File: src/rtl/abs_diff_arbiter_if.sv
// Request/response bus for the shared |a-b| stage.
//   i_req_valid/o_req_ready : per-requester valid/ready handshake
//   i_req_data1/i_req_data2 : packed operands a and b, requester k at [k*WIDTH +: WIDTH]
//   o_rsp_valid/i_rsp_ready : result handshake
//   o_rsp_data/o_rsp_id     : |a-b| and the index of the requester that produced it
// master: requesters plus downstream consumer; slave: the arbiter.
interface abs_diff_arbiter_if #(
  parameter int unsigned WIDTH   = 16,
  parameter int unsigned NUM_REQ = 4,
  parameter int unsigned ID_W    = 2
) ();
  logic [NUM_REQ-1:0]       i_req_valid;
  logic [NUM_REQ-1:0]       o_req_ready;
  logic [NUM_REQ*WIDTH-1:0] i_req_data1;
  logic [NUM_REQ*WIDTH-1:0] i_req_data2;
  logic                     o_rsp_valid;
  logic                     i_rsp_ready;
  logic [WIDTH-1:0]         o_rsp_data;
  logic [ID_W-1:0]          o_rsp_id;

  modport master (
    output i_req_valid, i_req_data1, i_req_data2, i_rsp_ready,
    input  o_req_ready, o_rsp_valid, o_rsp_data, o_rsp_id
  );

  modport slave (
    input  i_req_valid, i_req_data1, i_req_data2, i_rsp_ready,
    output o_req_ready, o_rsp_valid, o_rsp_data, o_rsp_id
  );
endinterface

File: src/rtl/abs_diff_arbiter.sv
// Round-robin shared unsigned absolute-difference unit.
//   sys_clk   : rising-edge clock
//   sys_rst_n : asynchronous active-low reset, discards in-flight work
//   i_en      : arbitration enable; in-flight results still drain when low
//   bus       : request/response bus (slave side)
// Two-stage pipeline: operand register (a, b, id, v1) then output register.
module abs_diff_arbiter #(
  parameter int unsigned WIDTH   = 16,
  parameter int unsigned NUM_REQ = 4,
  parameter int unsigned ID_W    = 2
) (
  input  logic                    sys_clk,
  input  logic                    sys_rst_n,
  input  logic                    i_en,
  abs_diff_arbiter_if.slave       bus
);

  logic [ID_W-1:0]    ptr_q;
  logic [ID_W-1:0]    id_q;
  logic [WIDTH-1:0]   a_q;
  logic [WIDTH-1:0]   b_q;
  logic               v1_q;

  logic               stall_c;
  logic               hs_c;
  logic [ID_W-1:0]    gnt_idx_c;
  logic [ID_W-1:0]    cand_c;
  logic [NUM_REQ-1:0] grant_c;
  logic [ID_W-1:0]    ptr_nxt_c;
  logic [WIDTH-1:0]   a_sel_c;
  logic [WIDTH-1:0]   b_sel_c;
  logic [WIDTH:0]     sum_c;
  logic [WIDTH-1:0]   absdiff_c;
  int unsigned        idx_c;

  assign stall_c = bus.o_rsp_valid & ~bus.i_rsp_ready;

  // Round-robin scan from ptr; grant is forced low while reset is asserted.
  always_comb begin : arb
    grant_c   = '0;
    gnt_idx_c = '0;
    hs_c      = 1'b0;
    idx_c     = 0;
    cand_c    = '0;
    if (sys_rst_n && i_en && !stall_c) begin
      for (int unsigned i = 0; i < NUM_REQ; i++) begin
        idx_c = 32'(ptr_q) + i;
        if (idx_c >= NUM_REQ) idx_c = idx_c - NUM_REQ;
        cand_c = ID_W'(idx_c);
        if (!hs_c && bus.i_req_valid[cand_c]) begin
          hs_c      = 1'b1;
          gnt_idx_c = cand_c;
        end
      end
      grant_c[gnt_idx_c] = hs_c;
    end
  end

  assign bus.o_req_ready = grant_c;

  assign ptr_nxt_c = (32'(gnt_idx_c) == NUM_REQ - 1) ? '0 : gnt_idx_c + ID_W'(1);

  // Operand mux for the granted requester.
  always_comb begin : opsel
    a_sel_c = '0;
    b_sel_c = '0;
    for (int unsigned k = 0; k < NUM_REQ; k++) begin
      if (32'(gnt_idx_c) == k) begin
        a_sel_c = bus.i_req_data1[k*WIDTH +: WIDTH];
        b_sel_c = bus.i_req_data2[k*WIDTH +: WIDTH];
      end
    end
  end

  // b - a via b + ~a + 1; carry set means b >= a, otherwise negate the result.
  assign sum_c     = {1'b0, b_q} + {1'b0, ~a_q} + (WIDTH+1)'(1);
  assign absdiff_c = sum_c[WIDTH] ? sum_c[WIDTH-1:0] : (~sum_c[WIDTH-1:0] + WIDTH'(1));

  // Stage 1: operand capture and round-robin pointer.
  always_ff @(posedge sys_clk or negedge sys_rst_n) begin
    if (!sys_rst_n) begin
      a_q   <= '0;
      b_q   <= '0;
      id_q  <= '0;
      v1_q  <= 1'b0;
      ptr_q <= '0;
    end else if (!stall_c) begin
      if (hs_c) begin
        a_q   <= a_sel_c;
        b_q   <= b_sel_c;
        id_q  <= gnt_idx_c;
        v1_q  <= 1'b1;
        ptr_q <= ptr_nxt_c;
      end else begin
        v1_q  <= 1'b0;
      end
    end
  end

  // Stage 2: output register; data and id hold when no new result arrives.
  always_ff @(posedge sys_clk or negedge sys_rst_n) begin
    if (!sys_rst_n) begin
      bus.o_rsp_valid <= 1'b0;
      bus.o_rsp_data  <= '0;
      bus.o_rsp_id    <= '0;
    end else if (!stall_c) begin
      bus.o_rsp_valid <= v1_q;
      if (v1_q) begin
        bus.o_rsp_data <= absdiff_c;
        bus.o_rsp_id   <= id_q;
      end
    end
  end

endmodule

File: src/flat_wrapper.sv
// flat-port wrapper written by rule: the top's interface ports become plain ports
module abs_diff_arbiter_flat 
#(
  parameter int unsigned WIDTH   = 16,
  parameter int unsigned NUM_REQ = 4,
  parameter int unsigned ID_W    = 2
)
  (sys_clk, sys_rst_n, i_en, bus_i_req_valid, bus_i_req_data1, bus_i_req_data2, bus_i_rsp_ready, bus_o_req_ready, bus_o_rsp_valid, bus_o_rsp_data, bus_o_rsp_id);
  abs_diff_arbiter_if #(.WIDTH(WIDTH), .NUM_REQ(NUM_REQ), .ID_W(ID_W)) bus_i ();
  input  logic sys_clk;
  input  logic sys_rst_n;
  input  logic i_en;
  input wire logic [$bits(bus_i.i_req_valid)-1:0] bus_i_req_valid;
  input wire logic [$bits(bus_i.i_req_data1)-1:0] bus_i_req_data1;
  input wire logic [$bits(bus_i.i_req_data2)-1:0] bus_i_req_data2;
  input wire logic [$bits(bus_i.i_rsp_ready)-1:0] bus_i_rsp_ready;
  output wire logic [$bits(bus_i.o_req_ready)-1:0] bus_o_req_ready;
  output wire logic [$bits(bus_i.o_rsp_valid)-1:0] bus_o_rsp_valid;
  output wire logic [$bits(bus_i.o_rsp_data)-1:0] bus_o_rsp_data;
  output wire logic [$bits(bus_i.o_rsp_id)-1:0] bus_o_rsp_id;
  assign bus_i.i_req_valid = bus_i_req_valid;
  assign bus_i.i_req_data1 = bus_i_req_data1;
  assign bus_i.i_req_data2 = bus_i_req_data2;
  assign bus_i.i_rsp_ready = bus_i_rsp_ready;
  assign bus_o_req_ready = bus_i.o_req_ready;
  assign bus_o_rsp_valid = bus_i.o_rsp_valid;
  assign bus_o_rsp_data = bus_i.o_rsp_data;
  assign bus_o_rsp_id = bus_i.o_rsp_id;
  abs_diff_arbiter #(.WIDTH(WIDTH), .NUM_REQ(NUM_REQ), .ID_W(ID_W)) u_core (.sys_clk(sys_clk), .sys_rst_n(sys_rst_n), .i_en(i_en), .bus(bus_i));
endmodule
File: config.mk
export PLATFORM = sky130hd
export DESIGN_NAME = abs_diff_arbiter_flat
export DESIGN_NICKNAME = d
export VERILOG_FILES = /design/src/rtl/abs_diff_arbiter_if.sv /design/src/rtl/abs_diff_arbiter.sv /design/src/flat_wrapper.sv
export SDC_FILE = /design/constraint.sdc
export NUM_CORES = 1
export LEC_CHECK = 0
export ABC_AREA = 0
export CAP_MARGIN = 20
export CORE_UTILIZATION = 45
export DETAILED_ROUTE_END_ITERATION = 16
export GPL_TIMING_DRIVEN = 0
export PLACE_DENSITY_LB_ADDON = 0.15
export RECOVER_POWER = 100
export SKIP_LAST_GASP = 1
export SYNTH_ARGS = -nofsm -noshare
export SYNTH_HDL_FRONTEND = slang
export SYNTH_SLANG_ARGS = --single-unit
File: constraint.sdc
create_clock -name sys_clk -period 4.7 [get_ports sys_clk]
set_input_delay 1.41 -clock sys_clk [delete_from_list [all_inputs] [get_ports sys_clk]]
set_output_delay 1.41 -clock sys_clk [all_outputs]
set_load 0.005 [all_outputs]
# Word level (Yosys, flattened, before mapping)

Cells that the tools add are included.

Register bits after elaboration: 56

Add/subtract/negate cells: 11
Magnitude comparators: 10
Eq/ne operators: 3
Multiplexer cells: 45
Bitwise logic cells: 6
Reduce and logical (&&, ||, !) cells: 13

Operators by type and width:

| cell                    | number |
|---|---|
| $mux W16                | 9 |
| $not A16 Y16            | 2 |
| $mux W2                 | 15 |
| $add A16 B16 Y17        | 1 |
| $add A17 B1 Y17 const B | 1 |
| $add A16 B1 Y16 const B | 1 |
| $lt A2 B3 Y1 const B    | 5 |
| $mux W1                 | 15 |
| $ge A3 B3 Y1 const B    | 3 |
| $bmux W1 S2             | 4 |
| $sub A2 B1 Y2 const B   | 4 |
| $add A2 B2 Y3 const B   | 2 |
| $logic_and A1 B1 Y1     | 6 |
| $and A4 B4 Y4           | 1 |
| $eq A2 B2 Y1 const B    | 2 |
| $logic_not A1 Y1        | 4 |
| $mux W4                 | 1 |
| $reduce_and A2 Y1       | 2 |
| $add A2 B1 Y3 const B   | 1 |
| $ge A2 B3 Y1 const B    | 1 |
| $add A2 B1 Y2 const B   | 1 |
| $demux W1 S2            | 1 |
| $eq A2 B1 Y1 const B    | 1 |
| $ge A2 B1 Y1 const B    | 1 |
| 3 further kinds         | 4 |

# Depth between registers and ports, before layout

Word-level depth: 27
Depth in mapped cells: 17
Depth with buffers taken out: 15

# Least setup slack after synthesis

OpenSTA, ideal clock, no wires.

Path kind: input port to output port
Start point: input port bus_i_rsp_ready
End point: output port bus_o_req_ready[0]
Data arrival time: 2.417 ns
Slack: 0.873 ns
Stages: 5
Buffers on the path: 1
Cell sequence: nand2b_1 > nand3_1 > a21oi_1 > clkbuf_1 > and3_1

Word-level cells in the longest chain between the ends: 5

RTL lines:

| element             | RTL line               | RTL |
|---|---|---|
| from (decl)         | flat_wrapper.sv:16     | `input wire logic [$bits(bus_i.i_rsp_ready)-1:0] bus_i_rsp_ready;` |
| $not A1 Y1          | abs_diff_arbiter.sv:36 | `assign stall_c = bus.o_rsp_valid & ~bus.i_rsp_ready;` |
| $and A1 B1 Y1       | abs_diff_arbiter.sv:36 |  |
| $logic_not A1 Y1    | abs_diff_arbiter.sv:45 | `if (sys_rst_n && i_en && !stall_c) begin` |
| $logic_and A1 B1 Y1 | abs_diff_arbiter.sv:45 |  |
| $mux W4             | abs_diff_arbiter.sv:45 |  |
| to (decl)           | flat_wrapper.sv:17     | `output wire logic [$bits(bus_i.o_req_ready)-1:0] bus_o_req_ready;` |

No other way between the ends.

# Worst setup path in the final report

Start point: input port bus_i_rsp_ready
End point: output port bus_o_req_ready[1]

Same word-level chain as after synthesis.

==> summary.md <==
| Metric | Value |
|---|---|
| Status | `complete, but fails checks` |
| Failing checks | `capacitance limit, slew limit` |
| Sequential area share after synthesis | `32.69%` |
| Final core occ | `66.20%` |
| Antenna violations before repair | `0` |
| FMAX | `roughly 220 MHz` |
| Vias in the first global route | `around 4.6k` |
| Layout Nets | `approximately 890` |
| Total Routed Length | `roughly 13000 um` |
| Syn Nets | `721` |
| Crit Reg-Reg Endpoint | `u_core.bus.o_rsp_data[8]` |
| Initial drt markers | `~180` |
| Req. time, crit path | `about 3300 ps` |
| Vias | `4647` |
| Yosys cell types | `slightly below 60` |
| Max Cap Viol | `1` |
| Die Wd | `about 100 um` |
| Startpoint class of the critical path | `input port` |
| Row cnt | `35` |
| Final ANT Viol Nets | `0` |
| Warnings from Yosys | `0` |
| Ys async rst share | `between 90% and 100%` |
| CTS Buf Count | `5` |
| Setup ws final | `129.8 ps` |
| RSZ-0062 raised after global routing | `no` |
| Max clock buf depth | `2` |
| Final setup vio count | `0` |
| Final hold vios | `0` |
| Most frequent cells after synthesis | `nor2_1 (81), a21oi_1 (80), nand2_1 (71), dfrtp_1 (56), o21ai_0 (55)` |
| Final slew viol count | `35` |
| Mapped Avg Cell Area | `7.614 um2` |
| Core footprint | `roughly 9200 um2` |
| Hold WC Path Type | `reg -> reg` |
| Slew headroom | `-11.98%` |
| First-pass detailed-route iteration total | `5` |
| Synth Register Bits | `56` |
| Crit path kind | `in -> out` |
| Area contributors post-synth | `dfrtp_1 (33%), a21oi_1 (9.3%), nor2_1 (7.1%)` |
| Synth top area share | `32.69%` |
| Pwr dens | `roughly 440 nW/um2` |
| GR Util All Layers | `a little over a quarter` |
| GP Congestion | `~0.95` |
| Post-synth EDFFs | `0` |
| Worst-margin pin slew | `1680 ps` |
| P&R area growth vs syn | `42.70%` |
| Cts hold-fix bufs | `0` |
| Wire length per cell | `approximately 15 um` |
| Count leader, synth | `nor2_1` |
| Cells after Synth | `563` |
| Critical path arrival | `around 3200 ps` |
| Sink Count | `56` |
| H-Tree Depth | `2` |
| Vias/cell | `between 5 and 6` |
| Largest net degree at the start of global routing | `35` |
| Port-buffer cells | `between 150 and 200` |
| Worst skew pair latency | `a little over 300 ps` |
| Hold Crit Start | `u_core.id_q[0]` |
| Mapped Area | `about 4300 um2` |
| Cell taking the most area after synthesis | `dfrtp_1` |
| First-pass GRT wire length | `between 20000 and 25000 um` |
| Synth Flop Type | `dfrtp_1` |
| Drc violations | `0` |
| Post-route cell area | `between 6000 and 7000 um2` |
| Starting Density | `between 40% and 50%` |
| Layout cell share with drive strength beyond 1 | `4.384%` |
| Remaining global-route overflow | `0` |
| Final min period | `~4600 ps` |
| Worst Path Max Fanout | `10` |
| Clock skew | `approximately 7.3 ps` |
| Fin crit share | `97.24%` |
| Ant diodes | `0` |
| Final hold slack | `between 400 and 500 ps` |
| Placed inst area | `between 6000 and 7000 um2` |
| CTS tree | `yes` |
| DIE AREA | `9920 um2` |
| Die height | `between 90 and 100 um` |
| Worst-path clk slew | `about 100 ps` |
| Hpwl dp | `11040 um` |
| Worst R2R Start | `u_core.b_q[0]` |
| DP Worst Slack | `-405.6 ps` |
| CTS root buffer | `clkbuf_8` |
| LEAKAGE | `about 2.6 nW` |
| Hold EP | `u_core.id_q[0]` |
| FF-to-FF path depth | `14` |
| Total Power | `between 2 and 3 mW` |
| Hold path depth | `1` |
| R2r setup slk | `just over 1000 ps` |
| I/O pin count | `between 150 and 200` |
| CP Capture Type | `primary output` |
| Maximum VDD drop | `roughly 0.22 mV` |
## metrics by stage
step | cells | TNS [ps]
final | 859 | 0
after global routing | 859 | 0
after CTS | 859 | 0
after detailed placement | 851 | -1018
after global placement | 850 | -68540
after floorplan | 563 | 0
## state kept, by name, indices dropped and copies added, names as in the netlist
| register | flops |
|---|---|
| u_core.ptr_q | 2 |
| u_core.b_q | 16 |
| u_core.bus.o_rsp_valid | 1 |
| u_core.bus.o_rsp_data | 16 |
| u_core.v1_q | 1 |
| u_core.a_q | 16 |
| u_core.bus.o_rsp_id | 2 |
| u_core.id_q | 2 |
## cells in the final DEF, fill, tap and decap left out, types with 4 or more instances in the layout
| cell type | synthesis | final |
|---|---|---|
| clkbuf_8 | 0 | 5 |
| a22oi_1 | 32 | 32 |
| xnor2_1 | 12 | 12 |
| ha_1 | 21 | 21 |
| o211ai_1 | 4 | 4 |
| xor2_1 | 9 | 9 |
| nand2_1 | 71 | 71 |
| nand3_1 | 5 | 4 |
| dlygate4sd3_1 | 0 | 19 |
| nand4_1 | 4 | 4 |
| a21oi_1 | 80 | 79 |
| clkbuf_1 | 28 | 30 |
| o21ai_0 | 55 | 56 |
| dfrtp_1 | 56 | 56 |
| inv_1 | 28 | 28 |
| a21o_1 | 7 | 7 |
| clkdlybuf4s50_1 | 0 | 138 |
| nor2_1 | 81 | 81 |
## final cells by class
class / instances / area, um2
Buffer: 36 / 175.2
Clock buffer: 5 / 68.82
Clock inverter: 2 / 16.27
Fill cell: 776 / 3123
Inverter: 28 / 105.1
Multi-Input combinational cell: 443 / 2601
Sequential cell: 56 / 1401
Tap cell: 129 / 161.4
Timing Repair Buffer: 160 / 1588
## how the worst max path moves through the flow
| stage | slack (ps) | startpoint | to |
|---|---|---|---|
| 6_report | 130 | bus_i_rsp_ready | bus_o_req_ready[1] |
| 5_1_grt | 20 | bus_i_rsp_ready | bus_o_req_ready[1] |
| 4_1_cts | 60 | bus_i_rsp_ready | bus_o_req_ready[0] |
| 3_5_place_dp | -410 | bus_i_rsp_ready | bus_o_req_ready[0] |
| 3_3_place_gp | -2340 | sys_rst_n | bus_o_req_ready[1] |
| 2_1_floorplan | 870 | bus_i_rsp_ready | bus_o_req_ready[0] |
## where the power goes
| part | leakage (nW) | switching, mW | internal (mW) | total (mW) |
|---|---|---|---|---|
| clock | 0.0406 | 0.160 | 0.104 | 0.264 |
| sequential | 0.679 | 0.0731 | 0.637 | 0.710 |
| combinational | 1.89 | 0.922 | 0.818 | 1.74 |
| total | 2.61 | 1.16 | 1.56 | 2.71 |
## logic make-up after synthesis
kind of cell             synth area share (%)
AND/OR/NAND/NOR                         18.94
flip-flops                              32.69
AO/OA/AOI/OAI                           29.60
buffers and inverters                   6.479
adder cells (fa/ha/maj)                 6.597
XOR/XNOR                                4.670
multiplexers                            1.022
## worst max-delay path: stages
cell and delay [ps]:
clkdlybuf4s50_1 460, nand2b_4 130, nand3_2 110, a21oi_2 200, buf_4 190, and3_1 160
clkdlybuf4s50_1 500
## what timing repair did
action                                  CTS  global route
gates resized for setup                   5             2
buffers inserted                          1             0
cloned                                    0             0
endpoints found under the setup margin    3             2
## routing by layer
layer | global-route usage, % | vias up | part of all wire, %
li1 | - | 2315 | -
met1 | 29.08 | 2121 | 41
met4 | 9.502 | 0 | 2.9
met3 | 4.076 | 34 | 5.9
met2 | 49.47 | 177 | 51
met5 | 0 | - | 0
(Power assumes the default switching activity.)
